[src/rtl/ps2_key_event.sv]
// PS/2 keyboard front end: synchronizes the raw lines, receives 11-bit frames,
// decodes make/break/E0 sequences, tracks shift and queues key-make events.
module ps2_key_event #(
  parameter int FIFO_DEPTH = 8,
  parameter int TIMEOUT    = 50000
) (
  input  logic        clk,
  input  logic        resetn,
  input  logic        ps2_clk,
  input  logic        ps2_data,
  output logic        evt_valid,
  input  logic        evt_ready,
  output logic [7:0]  evt_code,
  output logic        evt_ext,
  output logic        shift,
  output logic [18:0] press_count,
  output logic        overflow,
  output logic        frame_err
);

  localparam int AW = $clog2(FIFO_DEPTH);
  localparam int TW = $clog2(TIMEOUT + 1);

  typedef enum logic [1:0] {IDLE, EXT, BRK, EXT_BRK} state_t;

  logic [2:0]    clk_sync;
  logic [2:0]    data_sync;
  logic          fall;
  logic          sample;
  logic [3:0]    bit_cnt;
  logic [9:0]    shreg;
  logic [TW-1:0] idle_cnt;
  logic          frame_ok;
  logic          rx_valid;
  logic [7:0]    rx_byte;

  state_t        state_reg;
  state_t        state_next;
  logic          push;
  logic [8:0]    push_data;
  logic          lshift_set, lshift_clr, rshift_set, rshift_clr;
  logic          lshift_reg, rshift_reg;

  logic [8:0]    mem [FIFO_DEPTH];
  logic [AW:0]   wr_ptr, rd_ptr;
  logic          empty, full, pop, push_ok;
  logic [8:0]    head;

  always_ff @(posedge clk or negedge resetn) begin
    if (!resetn) begin
      clk_sync  <= 3'b111;
      data_sync <= 3'b111;
    end else begin
      clk_sync  <= {clk_sync[1:0], ps2_clk};
      data_sync <= {data_sync[1:0], ps2_data};
    end
  end

  assign fall   = clk_sync[2] & ~clk_sync[1];
  assign sample = data_sync[2];

  // On the 11th edge shreg holds start (bit 0), data (8:1) and parity (9); sample is the stop bit.
  assign frame_ok = ~shreg[0] & sample & (^shreg[9:1]);

  always_ff @(posedge clk or negedge resetn) begin
    if (!resetn) begin
      bit_cnt   <= 4'd0;
      shreg     <= 10'd0;
      idle_cnt  <= '0;
      rx_valid  <= 1'b0;
      rx_byte   <= 8'd0;
      frame_err <= 1'b0;
    end else begin
      rx_valid  <= 1'b0;
      frame_err <= 1'b0;
      if (fall) begin
        idle_cnt <= '0;
        if (bit_cnt == 4'd10) begin
          bit_cnt <= 4'd0;
          if (frame_ok) begin
            rx_valid <= 1'b1;
            rx_byte  <= shreg[8:1];
          end else begin
            frame_err <= 1'b1;
          end
        end else begin
          bit_cnt <= bit_cnt + 4'd1;
          shreg   <= {sample, shreg[9:1]};
        end
      end else if (bit_cnt != 4'd0) begin
        if (idle_cnt == TW'(TIMEOUT - 1)) begin
          bit_cnt  <= 4'd0;
          idle_cnt <= '0;
        end else begin
          idle_cnt <= idle_cnt + 1'b1;
        end
      end else begin
        idle_cnt <= '0;
      end
    end
  end

  always_ff @(posedge clk or negedge resetn) begin
    if (!resetn) state_reg <= IDLE;
    else         state_reg <= state_next;
  end

  always_comb begin
    state_next = state_reg;
    if (rx_valid) begin
      case (state_reg)
        IDLE: begin
          if (rx_byte == 8'hE0)      state_next = EXT;
          else if (rx_byte == 8'hF0) state_next = BRK;
        end
        EXT: begin
          if (rx_byte == 8'hF0)      state_next = EXT_BRK;
          else if (rx_byte != 8'hE0) state_next = IDLE;
        end
        default: state_next = IDLE;
      endcase
    end
  end

  always_comb begin
    push       = 1'b0;
    push_data  = 9'd0;
    lshift_set = 1'b0;
    lshift_clr = 1'b0;
    rshift_set = 1'b0;
    rshift_clr = 1'b0;
    if (rx_valid) begin
      case (state_reg)
        IDLE: begin
          case (rx_byte)
            8'hE0, 8'hF0, 8'hAA, 8'hFA: ;
            8'h12:   lshift_set = 1'b1;
            8'h59:   rshift_set = 1'b1;
            default: begin
              push      = 1'b1;
              push_data = {1'b0, rx_byte};
            end
          endcase
        end
        EXT: begin
          if (rx_byte != 8'hE0 && rx_byte != 8'hF0) begin
            push      = 1'b1;
            push_data = {1'b1, rx_byte};
          end
        end
        BRK: begin
          lshift_clr = (rx_byte == 8'h12);
          rshift_clr = (rx_byte == 8'h59);
        end
        default: ;
      endcase
    end
  end

  always_ff @(posedge clk or negedge resetn) begin
    if (!resetn) begin
      lshift_reg <= 1'b0;
      rshift_reg <= 1'b0;
    end else begin
      if (lshift_set)      lshift_reg <= 1'b1;
      else if (lshift_clr) lshift_reg <= 1'b0;
      if (rshift_set)      rshift_reg <= 1'b1;
      else if (rshift_clr) rshift_reg <= 1'b0;
    end
  end

  assign shift = lshift_reg | rshift_reg;

  // Pointers carry one wrap bit so full and empty are distinguishable.
  assign empty   = (wr_ptr == rd_ptr);
  assign full    = (wr_ptr[AW] != rd_ptr[AW]) && (wr_ptr[AW-1:0] == rd_ptr[AW-1:0]);
  assign pop     = ~empty & evt_ready;
  assign push_ok = push & (~full | pop);

  always_ff @(posedge clk) begin
    if (push_ok) mem[wr_ptr[AW-1:0]] <= push_data;
  end

  assign head      = mem[rd_ptr[AW-1:0]];
  assign evt_valid = ~empty;
  assign evt_code  = empty ? 8'd0 : head[7:0];
  assign evt_ext   = empty ? 1'b0 : head[8];

  always_ff @(posedge clk or negedge resetn) begin
    if (!resetn) begin
      wr_ptr      <= '0;
      rd_ptr      <= '0;
      press_count <= 19'd0;
      overflow    <= 1'b0;
    end else begin
      if (push_ok) begin
        wr_ptr      <= wr_ptr + 1'b1;
        press_count <= press_count + 19'd1;
      end
      if (pop) rd_ptr <= rd_ptr + 1'b1;
      if (push & full & ~pop) overflow <= 1'b1;
    end
  end

endmodule

[config.mk]
export PLATFORM = sky130hd
export DESIGN_NAME = ps2_key_event
export DESIGN_NICKNAME = d
export VERILOG_FILES = /design/src/rtl/ps2_key_event.sv
export SDC_FILE = /design/constraint.sdc
export NUM_CORES = 1
export LEC_CHECK = 0
export CELL_PAD_IN_SITES_DETAIL_PLACEMENT = 0
export CELL_PAD_IN_SITES_GLOBAL_PLACEMENT = 1
export CORE_UTILIZATION = 45
export CTS_CLUSTER_DIAMETER = 30
export DETAILED_ROUTE_END_ITERATION = 7
export PLACE_DENSITY_LB_ADDON = 0.1
export RECOVER_POWER = 50
export SYNTH_ARGS = -nofsm -noshare
export SYNTH_HDL_FRONTEND = slang
export SYNTH_SLANG_ARGS = --single-unit
[constraint.sdc]
create_clock -name clk -period 5.15 [get_ports clk]
set_input_delay 1.03 -clock clk [delete_from_list [all_inputs] [get_ports clk]]
set_output_delay 1.03 -clock clk [all_outputs]
set_load 0.005 [all_outputs]
==> impl_results.rst <==
.. list-table::
   :header-rows: 1

   * - Metric
     - Value
   * - Die Y-Extent
     - 122 um
   * - Gate power share
     - 18.2%
   * - Hold Startpoint
     - data_sync[0]$_DFF_PN1_
   * - Via count
     - 3664
   * - CP Class
     - reg2out
   * - Unique masters post-synth
     - 52
   * - Clock tree sinks
     - 150
   * - Post-detailed-routing wire length
     - 12.2 mm
   * - Top_reg_cell synth
     - sky130_fd_sc_hd__edfxtp_1
   * - Maximum ir drop on the vdd rail
     - 0.231 mV
   * - Number of antenna cells inserted
     - 0
   * - Top achievable clock speed
     - 256 MHz
   * - Cell area power density
     - 439 mW/mm^2
   * - Type of the tightest min-delay check
     - reg2reg
   * - Clock tree from TritonCTS
     - done
   * - Total routing usage reported by global routing
     - 18.6%
   * - Synth Net Count
     - 460
   * - GP Congestion
     - 0.746
   * - Unrepaired setup endpoints after global routing
     - false
   * - Cell accounting for the most synthesized area
     - sky130_fd_sc_hd__edfxtp_1
   * - Cell Int Power
     - 2500 uW
   * - Num CTS Buffers
     - 17
   * - Die width
     - 122 um
   * - Sequential fraction of the synthesis area
     - 63.4%
   * - Number of cell rows
     - 43
   * - Leakage power summed over all cells
     - 0.00297 uW
   * - Synthesized cell area
     - 0.00650 mm^2
   * - Min-Delay Path Depth
     - 0
   * - Count of max-cap constraint violations
     - 2
   * - Top library cells by usage in the layout, fill and taps aside
     - sky130_fd_sc_hd__dfrtp_1, sky130_fd_sc_hd__edfxtp_1, sky130_fd_sc_hd__nor2_1
   * - Non-filler instance count after layout
     - 683
   * - Worst Path Max Fanout
     - 14
   * - Setup Viol. Count Final
     - 0
   * - Iter 0 DRT Violations
     - 199
   * - Post-DP HPWL
     - 8.14 mm
   * - Pre-CTS worst setup slack
     - 1.41 ns
   * - CTS Hold Bufs
     - 0
   * - First-pass DRT Iterations
     - 4
   * - Vias in the first global route
     - 3770
   * - Part of the cycle the worst path needs
     - 75.9%
   * - Final worst clock skew
     - 0.00664 ns
   * - Outcome
     - finished with violations
   * - Initial core utilization
     - 46.5%
   * - Post-route worst hold slack
     - 0.358 ns
   * - Violations in the final reports
     - max-capacitance violations, max-slew violations
   * - Worst-case clock buffer depth
     - 2
   * - Fraction of power spent switching nets
     - 25.4%
   * - Post-synth top area share
     - 33.2%
   * - Post-CTS clock slew at the launch and capture registers of the worst setup and hold paths
     - 0.05 ns
   * - Maximum number of pins on one net before global-route repair
     - 79
   * - Number of endpoints with negative hold slack in the final report
     - 0
   * - Startpoint class of the critical path
     - flip-flop
   * - Area of the core region
     - 0.0140 mm^2
   * - Grt total ovfl
     - 0
   * - Switching pwr
     - 850 uW
   * - Via density per instance
     - 5.36
   * - Count of mapped cells out of synthesis
     - 448
   * - Cell types with the largest area share after synthesis
     - sky130_fd_sc_hd__edfxtp_1, sky130_fd_sc_hd__dfrtp_1, sky130_fd_sc_hd__mux4_2, sky130_fd_sc_hd__xnor2_1, sky130_fd_sc_hd__mux2_2
   * - End of the worst register-to-register path
     - mem[3][2]$_DFFE_PP_
   * - Async SR Flop Fraction
     - 52.0%
   * - Part of the total power dissipated in the clock network
     - 37.5%
   * - Master cell of the clock root buffer
     - sky130_fd_sc_hd__clkbuf_16
   * - Actual transition at the worst max-transition pin
     - 1.99 ns
   * - H-tree levels
     - 4
   * - Final-stage net count
     - 502
   * - Layout area overhead
     - 17.2%
   * - Endpoint of the worst hold-timing path
     - data_sync[1]$_DFF_PN1_
   * - Worst reg2reg path depth
     - 5
   * - Latest clock arrival within the worst-skew pair
     - 0.42 ns
   * - # Post-CTS Setup Buffers
     - 0
   * - Setup slack, reg-to-reg
     - 1.49 ns
   * - Placed Instances
     - 651
   * - Synthesis Warnings
     - 0
   * - Headroom to the max-slew limit
     - -32.3%
   * - Post-layout minimum cycle time
     - 3.91 ns
   * - Flip-flop count of the largest register, all copies and words added
     - 72
   * - Count of pins over their slew limit
     - 95
   * - Count of flip-flops with a built-in enable after synthesis
     - 72
   * - Sequential Power Share
     - 44.3%
   * - Port Buffers
     - 36
   * - Arrival time of the worst setup path
     - 2.88 ns
   * - I/O pin total
     - 37
   * - Global-route wire length before repair
     - 20.4 mm
   * - Total negative slack for setup checks
     - 0 ns
   * - Synthesized area divided by synthesized cell count
     - 14.5 um^2
   * - Initial antenna violation count
     - 0
   * - FF+latch count, synth
     - 150
   * - Proportion of layout cells with a drive suffix above 1
     - 17.7%
   * - DRC
     - 0
   * - Required time at the endpoint of the critical path
     - 4.12 ns
   * - Final WS setup
     - 1.24 ns
   * - CP endpoint kind
     - output pin
   * - Reg-to-Reg Start
     - rx_byte[6]$_DFFE_PN0P_
   * - Area of the die
     - 0.0149 mm^2
   * - Post-CTS sizing
     - 0
   * - Post-DR wirelength/cell
     - 17.8 um
   * - Antenna-violating nets left
     - 0
-- per-stage QoR --
stage	cell area (um^2)	total power, uW	utilization [%]
floorplan	6500	1950	-
global route	7620	3520	54.5
CTS	7660	3440	54.8
global placement	7060	2170	50.5
detailed placement	7060	2170	50.5
finish	7620	3350	54.5
-- power by group through the flow --
stage | combinational (uW) | sequential [uW] | clock [uW]
final | 609 | 1490 | 1260
after global routing | 679 | 1500 | 1340
after CTS | 669 | 1490 | 1290
after detailed placement | 666 | 1510 | 0
after global placement | 661 | 1510 | 0
after floorplan | 548 | 1400 | 0
-- how the worst max path moves through the flow --
stage	from	to	slack [ns]
after floorplan	evt_ready	mem[5][0]$_DFFE_PP_	2.19
after global placement	evt_ready	mem[3][6]$_DFFE_PP_	1.56
after detailed placement	evt_ready	mem[3][7]$_DFFE_PP_	1.41
after CTS	rd_ptr[0]$_DFFE_PN0P_	evt_ext	1.19
after global routing	rd_ptr[1]$_DFFE_PN0P_	evt_valid	1.02
final	rd_ptr[0]$_DFFE_PN0P_	evt_ext	1.24
-- layer usage --
layer  global-route usage, %  vias up  routed length (um)  share of wire [%]
met5                       0        -                   0                  0
met4                    6.71        0                 127                1.0
met3                    4.65        9                 305                2.5
met2                    29.0       42                5970                 49
met1                    25.2     1877                5790                 47
li1                        -     1736                   -                  -
-- Yosys cell counts (all sizes together), types with 2 or more instances --
cell type / number
dfrtp: 72
edfxtp: 72
nor2: 37
xnor2: 35
mux2: 23
nand3: 22
mux4: 18
nand2: 18
xor2: 14
and2: 12
buf: 11
inv: 11
nand4: 10
and3: 9
mux2i: 9
ha: 7
o21ai: 7
dfstp: 6
nor3: 6
clkbuf: 5
nor4: 5
nor3b: 4
nor4b: 4
nand2b: 3
nor2b: 3
or4: 3
a211oi: 2
a21oi: 2
and4: 2
o211ai: 2
-- worst max-delay path, cell delays in order (launching register included) --
cell	delay (ns)
sky130_fd_sc_hd__dfrtp_1	0.89
sky130_fd_sc_hd__buf_4	0.36
sky130_fd_sc_hd__mux4_2	0.51
sky130_fd_sc_hd__mux2i_1	0.18
sky130_fd_sc_hd__nor2_1	0.06
sky130_fd_sc_hd__clkdlybuf4s50_1	0.46
-- area by class of cell --
cell class                 instances  area (um^2)
fill                            1183         6360
sequential                       150         4120
multi-input combinational        271         2260
clock buffer                      22          475
timing repair buffer              39          378
tap                              180          225
clock inverter                    10          126
inverter                          11         41.3
-- cells by family (layout without fill, tap and decap cells) --
| logic type | after synthesis | count (layout) | share of synthesized area (%) |
|---|---|---|---|
| simple gates | 142 | 142 | 11.9 |
| buf+inv | 27 | 82 | 1.90 |
| flops | 150 | 150 | 63.4 |
| mux | 50 | 50 | 11.6 |
| compound gates | 22 | 22 | 2.77 |
| fa+ha+maj | 7 | 7 | 1.35 |
| xor+xnor | 50 | 50 | 7.06 |
Note: power is estimated with default switching activity, not from simulation.
